[config.mk]
export PLATFORM = sky130hd
export DESIGN_NAME = reg_write_arbiter_flat
export DESIGN_NICKNAME = d
export VERILOG_FILES = /design/src/rtl/reg_write_arbiter_pkg.sv /design/src/rtl/reg_write_arbiter_if.sv /design/src/rtl/reg_write_arbiter_wr_defer_fifo.sv /design/src/rtl/reg_write_arbiter.sv /design/src/flat_wrapper.sv
export SDC_FILE = /design/constraint.sdc
export NUM_CORES = 1
export LEC_CHECK = 0
export CORE_MARGIN = 2
export CORE_UTILIZATION = 40
export CTS_BUF_LIST = sky130_fd_sc_hd__clkbuf_4 sky130_fd_sc_hd__clkbuf_8 sky130_fd_sc_hd__clkbuf_16
export DETAILED_ROUTE_END_ITERATION = 10
export SETUP_SLACK_MARGIN = 0.4
export SLEW_MARGIN = 0
export SYNTH_ARGS = -nofsm -noshare
export SYNTH_HDL_FRONTEND = slang
export SYNTH_SLANG_ARGS = --single-unit
[constraint.sdc]
create_clock -name CLK -period 3 [get_ports CLK]
set_clock_uncertainty 0.15 [all_clocks]
set_input_delay 0.6 -clock CLK [delete_from_list [all_inputs] [get_ports CLK]]
set_output_delay 0.6 -clock CLK [all_outputs]
set_load 0.01 [all_outputs]
[src/rtl/reg_write_arbiter_pkg.sv]
// Shared writeback types for the 8-bit core: register address/data widths and the
// write-request record used by the arbiter, register file and control unit.
package reg_write_arbiter_pkg;

  localparam int REG_ADDR_W = 3;
  localparam int REG_DATA_W = 8;
  localparam int RF_ADDR_W  = 8;
  localparam int COUNT_W    = 3;

  typedef struct packed {
    logic                  valid;
    logic [REG_ADDR_W-1:0] addr;
    logic [REG_DATA_W-1:0] data;
  } wr_req_t;

  // The register file's INADDRESS is wider than the architectural register index.
  function automatic logic [RF_ADDR_W-1:0] rf_addr(input logic [REG_ADDR_W-1:0] addr);
    return {{(RF_ADDR_W-REG_ADDR_W){1'b0}}, addr};
  endfunction

endpackage

[src/rtl/reg_write_arbiter_if.sv]
// Writeback bus between the ALU/load paths and the register-file write port.
// Read-port forwarding signals exist only when REG_WR_FORWARD_EN is defined.
interface reg_write_arbiter_if;
  import reg_write_arbiter_pkg::*;

  logic                  ALU_VALID;
  logic [REG_ADDR_W-1:0] ALU_ADDR;
  logic [REG_DATA_W-1:0] ALU_DATA;
  logic                  ALU_READY;
  logic                  MEM_VALID;
  logic [REG_ADDR_W-1:0] MEM_ADDR;
  logic [REG_DATA_W-1:0] MEM_DATA;
  logic                  WRITE;
  logic [RF_ADDR_W-1:0]  WR_ADDR;
  logic [REG_DATA_W-1:0] WR_DATA;
  logic                  BUSY;
  logic [COUNT_W-1:0]    COUNT;
`ifdef REG_WR_FORWARD_EN
  logic [REG_ADDR_W-1:0] RD1_ADDR;
  logic [REG_ADDR_W-1:0] RD2_ADDR;
  logic                  FWD1_HIT;
  logic [REG_DATA_W-1:0] FWD1_DATA;
  logic                  FWD2_HIT;
  logic [REG_DATA_W-1:0] FWD2_DATA;

  modport master (
    output ALU_VALID, ALU_ADDR, ALU_DATA, MEM_VALID, MEM_ADDR, MEM_DATA, RD1_ADDR, RD2_ADDR,
    input  ALU_READY, WRITE, WR_ADDR, WR_DATA, BUSY, COUNT,
           FWD1_HIT, FWD1_DATA, FWD2_HIT, FWD2_DATA
  );

  modport slave (
    input  ALU_VALID, ALU_ADDR, ALU_DATA, MEM_VALID, MEM_ADDR, MEM_DATA, RD1_ADDR, RD2_ADDR,
    output ALU_READY, WRITE, WR_ADDR, WR_DATA, BUSY, COUNT,
           FWD1_HIT, FWD1_DATA, FWD2_HIT, FWD2_DATA
  );
`else
  modport master (
    output ALU_VALID, ALU_ADDR, ALU_DATA, MEM_VALID, MEM_ADDR, MEM_DATA,
    input  ALU_READY, WRITE, WR_ADDR, WR_DATA, BUSY, COUNT
  );

  modport slave (
    input  ALU_VALID, ALU_ADDR, ALU_DATA, MEM_VALID, MEM_ADDR, MEM_DATA,
    output ALU_READY, WRITE, WR_ADDR, WR_DATA, BUSY, COUNT
  );
`endif

endinterface

[src/rtl/reg_write_arbiter_wr_defer_fifo.sv]
// In-order buffer of deferred ALU writes. Entries stay packed from index 0 (head),
// so the tail pointer is the occupancy; invalidated entries are squeezed out.
module wr_defer_fifo
  import reg_write_arbiter_pkg::*;
#(
  parameter int DEPTH = 2
) (
  input  logic                  clk,
  input  logic                  rst_n,
  input  logic                  push,
  input  logic [REG_ADDR_W-1:0] push_addr,
  input  logic [REG_DATA_W-1:0] push_data,
  input  logic                  pop,
  input  logic [REG_ADDR_W-1:0] lookup_addr,
  output logic [DEPTH-1:0]      lookup_hit,
  input  logic                  overwrite,
  input  logic [REG_DATA_W-1:0] overwrite_data,
  input  logic                  invalidate,
  input  logic [REG_ADDR_W-1:0] invalidate_addr,
  output wr_req_t               head,
  output logic [COUNT_W-1:0]    count,
  output logic                  full
`ifdef REG_WR_FORWARD_EN
  ,
  output wr_req_t               entries [DEPTH]
`endif
);

  wr_req_t            entry_q   [DEPTH];
  wr_req_t            entry_mod [DEPTH];
  wr_req_t            entry_d   [DEPTH];
  logic [DEPTH-1:0]   keep;
  logic [COUNT_W-1:0] count_q;
  logic [COUNT_W-1:0] count_d;
  logic [COUNT_W-1:0] pos;

  always_comb begin
    for (int i = 0; i < DEPTH; i++) begin
      lookup_hit[i] = entry_q[i].valid && (entry_q[i].addr == lookup_addr);
      entry_mod[i]  = entry_q[i];
      if (overwrite && lookup_hit[i]) begin
        entry_mod[i].data = overwrite_data;
      end
      keep[i] = entry_q[i].valid && !(pop && (i == 0)) &&
                !(invalidate && (entry_q[i].addr == invalidate_addr));
    end
  end

  // Removal happens before the push, so a new entry survives a same-address invalidate.
  always_comb begin
    pos = '0;
    for (int j = 0; j < DEPTH; j++) begin
      entry_d[j] = '0;
    end
    for (int i = 0; i < DEPTH; i++) begin
      if (keep[i]) begin
        for (int j = 0; j < DEPTH; j++) begin
          if (pos == COUNT_W'(j)) begin
            entry_d[j] = entry_mod[i];
          end
        end
        pos = pos + COUNT_W'(1);
      end
    end
    if (push) begin
      for (int j = 0; j < DEPTH; j++) begin
        if (pos == COUNT_W'(j)) begin
          entry_d[j] = '{valid: 1'b1, addr: push_addr, data: push_data};
        end
      end
    end
    count_d = pos + COUNT_W'(push);
  end

  always_ff @(posedge clk or negedge rst_n) begin
    if (!rst_n) begin
      for (int i = 0; i < DEPTH; i++) begin
        entry_q[i] <= '0;
      end
      count_q <= '0;
    end else begin
      for (int i = 0; i < DEPTH; i++) begin
        entry_q[i] <= entry_d[i];
      end
      count_q <= count_d;
    end
  end

  assign head  = entry_q[0];
  assign count = count_q;
  assign full  = (count_q == COUNT_W'(DEPTH));

`ifdef REG_WR_FORWARD_EN
  assign entries = entry_q;
`endif

endmodule

[src/rtl/reg_write_arbiter.sv]
// Arbitrates the single register-file write port between load and ALU writeback.
// Optional read-port forwarding is enabled with REG_WR_FORWARD_EN.
module reg_write_arbiter
  import reg_write_arbiter_pkg::*;
#(
  parameter int DEPTH = 2
) (
  input logic               CLK,
  input logic               RESET,
  reg_write_arbiter_if.slave bus
);

  wr_req_t               head;
  logic [DEPTH-1:0]      lookup_hit;
  logic [COUNT_W-1:0]    count;
  logic                  full;
  logic                  alu_accept;
  logic                  same_as_mem;
  logic                  coalesce;
  logic                  head_issue;
  logic                  alu_direct;
  logic                  push;
  logic                  issue_valid;
  logic [REG_ADDR_W-1:0] issue_addr;
  logic [REG_DATA_W-1:0] issue_data;
  logic                  write_q;
  logic [RF_ADDR_W-1:0]  wr_addr_q;
  logic [REG_DATA_W-1:0] wr_data_q;
`ifdef REG_WR_FORWARD_EN
  wr_req_t               entries [DEPTH];
`endif

  // A same-address MEM write supersedes the old entry, so that ALU write is pushed fresh.
  assign alu_accept  = bus.ALU_VALID && !full;
  assign same_as_mem = bus.MEM_VALID && (bus.MEM_ADDR == bus.ALU_ADDR);
  assign coalesce    = alu_accept && (|lookup_hit) && !same_as_mem;
  assign head_issue  = !bus.MEM_VALID && head.valid;
  assign alu_direct  = alu_accept && !bus.MEM_VALID && !head.valid;
  assign push        = alu_accept && !alu_direct && !coalesce;

  wr_defer_fifo #(.DEPTH(DEPTH)) u_fifo (
    .clk             (CLK),
    .rst_n           (RESET),
    .push            (push),
    .push_addr       (bus.ALU_ADDR),
    .push_data       (bus.ALU_DATA),
    .pop             (head_issue),
    .lookup_addr     (bus.ALU_ADDR),
    .lookup_hit      (lookup_hit),
    .overwrite       (coalesce),
    .overwrite_data  (bus.ALU_DATA),
    .invalidate      (bus.MEM_VALID),
    .invalidate_addr (bus.MEM_ADDR),
    .head            (head),
    .count           (count),
    .full            (full)
`ifdef REG_WR_FORWARD_EN
    ,
    .entries         (entries)
`endif
  );

  // A head that is coalesced while issuing goes out with the newer ALU data.
  always_comb begin
    issue_valid = 1'b0;
    issue_addr  = '0;
    issue_data  = '0;
    if (bus.MEM_VALID) begin
      issue_valid = 1'b1;
      issue_addr  = bus.MEM_ADDR;
      issue_data  = bus.MEM_DATA;
    end else if (head_issue) begin
      issue_valid = 1'b1;
      issue_addr  = head.addr;
      issue_data  = (coalesce && lookup_hit[0]) ? bus.ALU_DATA : head.data;
    end else if (alu_direct) begin
      issue_valid = 1'b1;
      issue_addr  = bus.ALU_ADDR;
      issue_data  = bus.ALU_DATA;
    end
  end

  always_ff @(posedge CLK or negedge RESET) begin
    if (!RESET) begin
      write_q   <= 1'b0;
      wr_addr_q <= '0;
      wr_data_q <= '0;
    end else begin
      write_q <= issue_valid;
      if (issue_valid) begin
        wr_addr_q <= rf_addr(issue_addr);
        wr_data_q <= issue_data;
      end
    end
  end

  assign bus.ALU_READY = !full;
  assign bus.WRITE     = write_q;
  assign bus.WR_ADDR   = wr_addr_q;
  assign bus.WR_DATA   = wr_data_q;
  assign bus.BUSY      = head.valid || write_q;
  assign bus.COUNT     = count;

`ifdef REG_WR_FORWARD_EN
  // Later matches override earlier ones: younger buffer entries, then the output stage.
  always_comb begin
    bus.FWD1_HIT  = 1'b0;
    bus.FWD1_DATA = '0;
    bus.FWD2_HIT  = 1'b0;
    bus.FWD2_DATA = '0;
    for (int i = 0; i < DEPTH; i++) begin
      if (entries[i].valid && (entries[i].addr == bus.RD1_ADDR)) begin
        bus.FWD1_HIT  = 1'b1;
        bus.FWD1_DATA = entries[i].data;
      end
      if (entries[i].valid && (entries[i].addr == bus.RD2_ADDR)) begin
        bus.FWD2_HIT  = 1'b1;
        bus.FWD2_DATA = entries[i].data;
      end
    end
    if (write_q && (wr_addr_q == rf_addr(bus.RD1_ADDR))) begin
      bus.FWD1_HIT  = 1'b1;
      bus.FWD1_DATA = wr_data_q;
    end
    if (write_q && (wr_addr_q == rf_addr(bus.RD2_ADDR))) begin
      bus.FWD2_HIT  = 1'b1;
      bus.FWD2_DATA = wr_data_q;
    end
  end
`endif

endmodule

[src/flat_wrapper.sv]
// flat-port wrapper written by rule: the top's interface ports become plain ports
module reg_write_arbiter_flat import reg_write_arbiter_pkg::*;
#(
  parameter int DEPTH = 2
)
  (CLK, RESET, bus_ALU_VALID, bus_ALU_ADDR, bus_ALU_DATA, bus_MEM_VALID, bus_MEM_ADDR, bus_MEM_DATA, bus_ALU_READY, bus_WRITE, bus_WR_ADDR, bus_WR_DATA, bus_BUSY, bus_COUNT);
  reg_write_arbiter_if bus_i ();
  input logic CLK;
  input logic RESET;
  input wire logic [$bits(bus_i.ALU_VALID)-1:0] bus_ALU_VALID;
  input wire logic [$bits(bus_i.ALU_ADDR)-1:0] bus_ALU_ADDR;
  input wire logic [$bits(bus_i.ALU_DATA)-1:0] bus_ALU_DATA;
  input wire logic [$bits(bus_i.MEM_VALID)-1:0] bus_MEM_VALID;
  input wire logic [$bits(bus_i.MEM_ADDR)-1:0] bus_MEM_ADDR;
  input wire logic [$bits(bus_i.MEM_DATA)-1:0] bus_MEM_DATA;
  output wire logic [$bits(bus_i.ALU_READY)-1:0] bus_ALU_READY;
  output wire logic [$bits(bus_i.WRITE)-1:0] bus_WRITE;
  output wire logic [$bits(bus_i.WR_ADDR)-1:0] bus_WR_ADDR;
  output wire logic [$bits(bus_i.WR_DATA)-1:0] bus_WR_DATA;
  output wire logic [$bits(bus_i.BUSY)-1:0] bus_BUSY;
  output wire logic [$bits(bus_i.COUNT)-1:0] bus_COUNT;
  assign bus_i.ALU_VALID = bus_ALU_VALID;
  assign bus_i.ALU_ADDR = bus_ALU_ADDR;
  assign bus_i.ALU_DATA = bus_ALU_DATA;
  assign bus_i.MEM_VALID = bus_MEM_VALID;
  assign bus_i.MEM_ADDR = bus_MEM_ADDR;
  assign bus_i.MEM_DATA = bus_MEM_DATA;
  assign bus_ALU_READY = bus_i.ALU_READY;
  assign bus_WRITE = bus_i.WRITE;
  assign bus_WR_ADDR = bus_i.WR_ADDR;
  assign bus_WR_DATA = bus_i.WR_DATA;
  assign bus_BUSY = bus_i.BUSY;
  assign bus_COUNT = bus_i.COUNT;
  reg_write_arbiter #(.DEPTH(DEPTH)) u_core (.CLK(CLK), .RESET(RESET), .bus(bus_i));
endmodule
After elaboration in Yosys (flattened, before gate mapping)
Index checks and enable logic that the tools add are counted.
Storage, ports and cells
  register bits: 39
  input port bits: 26
  output and inout port bits: 22
  logic and storage cells: 71
Operators by class
  $add $sub $neg: 2
  equality and inequality tests: 8
  multiplexer cells: 20
  reduce and logical (&&, ||, !) cells: 31
Operators with widths (number)
  12-bit two-way mux: 5
  24-bit two-way mux: 2
  8-bit two-way mux: 5
  1-bit logical AND: 18
  3-bit equality test: 5
  3-bit two-way mux: 4
  1-bit logical NOT: 9
  3-bit by 1-bit equality test with 1-bit output (second input constant): 2
  3-bit logical NOT: 2
  1-bit two-way mux: 4
  3-bit by 1-bit adder with 3-bit output: 1
  3-bit by 1-bit adder with 3-bit output (second input constant): 1
  3-bit by 2-bit equality test with 1-bit output (second input constant): 1
  2-bit OR reduction: 1
  1-bit logical OR: 1

Longest topological paths before layout
  word-level depth: 12
  gate-level depth with buffers: 10

Cells and area by module
From an unflattened synthesis, not the netlist that was laid out.
Unflattened totals
  cell total of the unflattened synthesis: 250
  area total of the unflattened synthesis: 2494.9 um^2
Modules (own cells, without submodules)
  wr_defer_fifo: times used 1, cells an instance 163, area an instance 1670.4 um^2, sequential area each 675.6 um^2
  reg_write_arbiter: times used 1, cells an instance 87, area an instance 824.5 um^2, sequential area each 300.3 um^2

Worst setup path before layout
Ideal clock, no wire load.
  kind: input -> register
  from: in bus_MEM_ADDR[1]
  to: reg u_core.u_fifo.entry_q (netlist bit u_core.u_fifo.head[5])
  arrival time: 2.216 ns
  data required time: 2.711 ns
  setup slack: 0.495 ns
  stages on the path: 10
  path buffers: 3
  path through: xor2_1 > o311a_1 > buf_6 > inv_2 > buf_6 > ha_1 > o2111ai_4 > buf_6 > a31oi_1 > o221ai_1
RTL lines
  start, declared: RTL line flat_wrapper.sv:14  | input wire logic [$bits(bus_i.MEM_ADDR)-1:0] bus_MEM_ADDR;
  end signal, assigned by index: RTL line reg_write_arbiter_wr_defer_fifo.sv:83  | entry_q[i] <= entry_d[i];
  end, declared: RTL line reg_write_arbiter_wr_defer_fifo.sv:29  | wr_req_t entry_q [DEPTH];

==> run summary <==
unrepaired setup endpoints after global routing = no
die extent in y = 81.5 µm
PwrDens = 686 mW/mm²
First DRT Iteration DRCs = 165
# rows = 28
clock slew at reported path FFs = 0.08 ns
TritonRoute pass-1 iters = 4
post-synth top area share = 40.6%
clk root buf = clkbuf_8
Yosys top cell by area = dfrtp_1
CP Depth = 9
largest family of logic cells by synthesized area = compound AO/OA/AOI/OAI gates
Antenna diodes = 0
gr usage total = 20.1%
Core Util, Final = 53.6%
synth unique cells = 48
hold_buf cts = 0
Reg2Reg Setup Slack = 0.61 ns
area grow syn2layout = 30.5%
Buf/Inv on CP = 3
top post-synthesis cells by count = dfrtp_1, inv_1, a21oi_1
Crit. End Element = flip-flop
Final Cell Area = 0.00314 mm²
Synth async-reset ratio = 100%
MaxCap Viol Count = 0
pin count of the biggest net entering global routing = 40
Die Wd = 81.5 µm
syn avg cell area = 10.7 µm²
HP Class = input pin to async pin
Hold WS = 0.259 ns
CTS Buffer Depth = 2
Final ANT Viol Nets = 0
simple-gate share of the synthesized area = 11.4%
Slew HR = 41.6%
Worst Max-Slew Pin Slew = 0.876 ns
Slowest cell on crit path = o41ai_4
r2r startpoint = u_core.u_fifo.entry_mod[10]$_DFF_PN0_
DR DRC count = 0
clock insertion delay at the later pin of the skew report = 0.30 ns
final wirelength = 6000 µm
Reg2Reg Depth = 8
Initial Util = 41.1%
Final Critical Period = 2.53 ns
die area = 0.00664 mm²
final hold vios = 0
Ports = 48
dominant cells by area after synthesis = dfrtp_1, mux2i_1, xnor2_1
vias in the first global route = 1977
CTS buffer count = 5
YS warnings = 0
Num Clock Sinks = 39
Crit path required time = 3.02 ns
Post-DP Area = 0.00299 mm²
xor/xnor share of the synthesized area = 5.47%
Critical Path Start Type = input pin
worst setup path startpoint = bus_MEM_ADDR[2]
vias = 2036
CTS H-tree depth = 2
Seq/Total Area, Yosys = 40.6%
CP Class = input pin to flip-flop
total grt overflow = 0
Setup Viol. Count Final = 0
family with the most delay on the worst path = compound AO/OA/AOI/OAI gates
share of cells above drive strength 1 = 19.5%
Primary FF master, synth = dfrtp_1
fin nets = 317
Final Max Slew Viols = 0
proportion of synthesized area in mux cells = 4.58%
routed length per instance = 16.6 µm
GPL Wtd Cong = 0.816
Core Box Area = 0.00585 mm²
Tcrit/Tclk final = 84.2%
f_max = 0.396 GHz
critical path endpoint = u_core.u_fifo.head[6]$_DFF_PN0_
Worst path max stage delay = 0.42 ns
initial antenna violation count = 0
top fanout value on the critical path = 18
most common cell in the netlist = dfrtp_1
fin cells = 362
CTS tree = built
Synth Register Bits = 39
DP Cell Count = 351
Critical R2R Capture = u_core.u_fifo.head[6]$_DFF_PN0_
Max IR drop VDD = 251 µV
Synth Area in Adders = 2.92%
status = complete, no violations
global-route wire length before repair = 10200 µm
vias per cell = 5.62
post-DP HPWL = 4500 µm
worst path arrival time = 2.54 ns
Cell Chain, Critical Path = dlygate4sd2_1 > xor2_1 > o41ai_4 > buf_4 > ha_1 > o2111ai_4 > buf_12 > a31oi_1 > o221ai_1
Post-synth EDFFs = 0
Leakage Power = 1.35 nW
Post-Syn Instances = 224
Mapped Area = 0.00240 mm²
IO Port Bufs = 42
post-synthesis compound-gate area fraction = 27.4%
## what timing repair did
action / in CTS / in global routing
gates resized for setup: 6 / 3
setup buffers: 3 / 0
setup endpoints to repair: 25 / 19
pin swaps: 3 / 3
## layer usage
layer	GRT usage (%)	wire length (µm)	up-vias	share of wire, %
met2	29.7	2680	82	45
met1	30.4	2820	967	47
met4	4.75	65	0	1.1
li1	-	-	982	-
met3	3.85	434	5	7.2
met5	0	0	-	0
## power breakdown
| group | internal [mW] | total, mW | switching, mW |
|---|---|---|---|
| Combinational | 0.506 | 1.02 | 0.513 |
| Sequential | 0.663 | 0.770 | 0.107 |
| Clock | 0.162 | 0.362 | 0.201 |
| Total | 1.33 | 2.15 | 0.821 |
## cell families (layout without fill, tap and decap cells)
kind of cell               count (synthesis)  in the layout
adders and majority gates                  5              5
other                                      1              5
and+or+nand+nor                           44             44
muxes                                     11             11
xor gates and xnor gates                  15             15
AOI/OAI and AO/OA                         77             77
buffers and inverters                     32             91
DFF                                       39             39
## stage by stage
step                TNS [ns]  total power [mW]  setup WS, ns
finish                     0              2.15         0.474
global route               0              2.30         0.405
CTS                        0              2.16         0.415
detailed placement    -0.757              1.75        -0.111
global placement      -0.209              1.74       -0.0273
floorplan                  0              1.38         0.495
## cell usage in the layout, fill, tap and decap left out, drive strengths merged, types with 2 or more instances in the layout
master / n
nor4: 8
and2: 2
o22ai: 7
ha: 4
nor3: 2
and4: 3
a21o: 3
o221ai: 8
a21oi: 12
a22o: 8
clkbuf: 5
clkinvlp: 2
conb: 5
o31ai: 4
a31oi: 8
nor2: 7
nand4: 6
dlygate4sd2: 3
o211ai: 8
a211oi: 5
dfrtp: 39
o22a: 3
a22oi: 3
nand3: 3
clkdlybuf4s50: 38
inv: 15
xnor2: 9
buf: 27
or2: 3
xor2: 6
or3: 2
a311oi: 2
mux2i: 11
nand2: 7
## final cells by class
class / instances / area [µm²]
multi-input combinational: 157 / 1300
inverter: 15 / 56.3
clock buffer: 5 / 68.8
tap: 75 / 93.8
clock inverter: 3 / 20.0
fill: 524 / 2720
sequential: 39 / 976
timing repair buffer: 68 / 623
## sequential cells by signal, indices dropped and copies added, names as in the netlist
name / cells
u_core.bus.WRITE: 1
u_core.u_fifo.entry_q: 8
u_core.bus.WR_DATA: 8
u_core.u_fifo.head: 12
u_core.u_fifo.count: 3
u_core.u_fifo.entry_mod: 4
u_core.bus.WR_ADDR: 3
## how the worst min path moves through the flow
stage / startpoint / end / slack [ns] / cells past startpoint
after global routing: RESET / u_core.u_fifo.count[1]$_DFF_PN0_ / 0.35 / 1
after CTS: RESET / u_core.u_fifo.head[4]$_DFF_PN0_ / 0.30 / 1
after floorplan: RESET / u_core.bus.WRITE$_DFF_PN0_ / 0.15 / 0
final: RESET / u_core.u_fifo.count[2]$_DFF_PN0_ / 0.26 / 1
after detailed placement: u_core.u_fifo.entry_q[5]$_DFF_PN0_ / u_core.u_fifo.entry_q[5]$_DFF_PN0_ / 0.35 / 1
after global placement: u_core.bus.WR_DATA[0]$_DFFE_PN0P_ / u_core.bus.WR_DATA[0]$_DFFE_PN0P_ / 0.34 / 1
(Power assumes the default switching activity.)
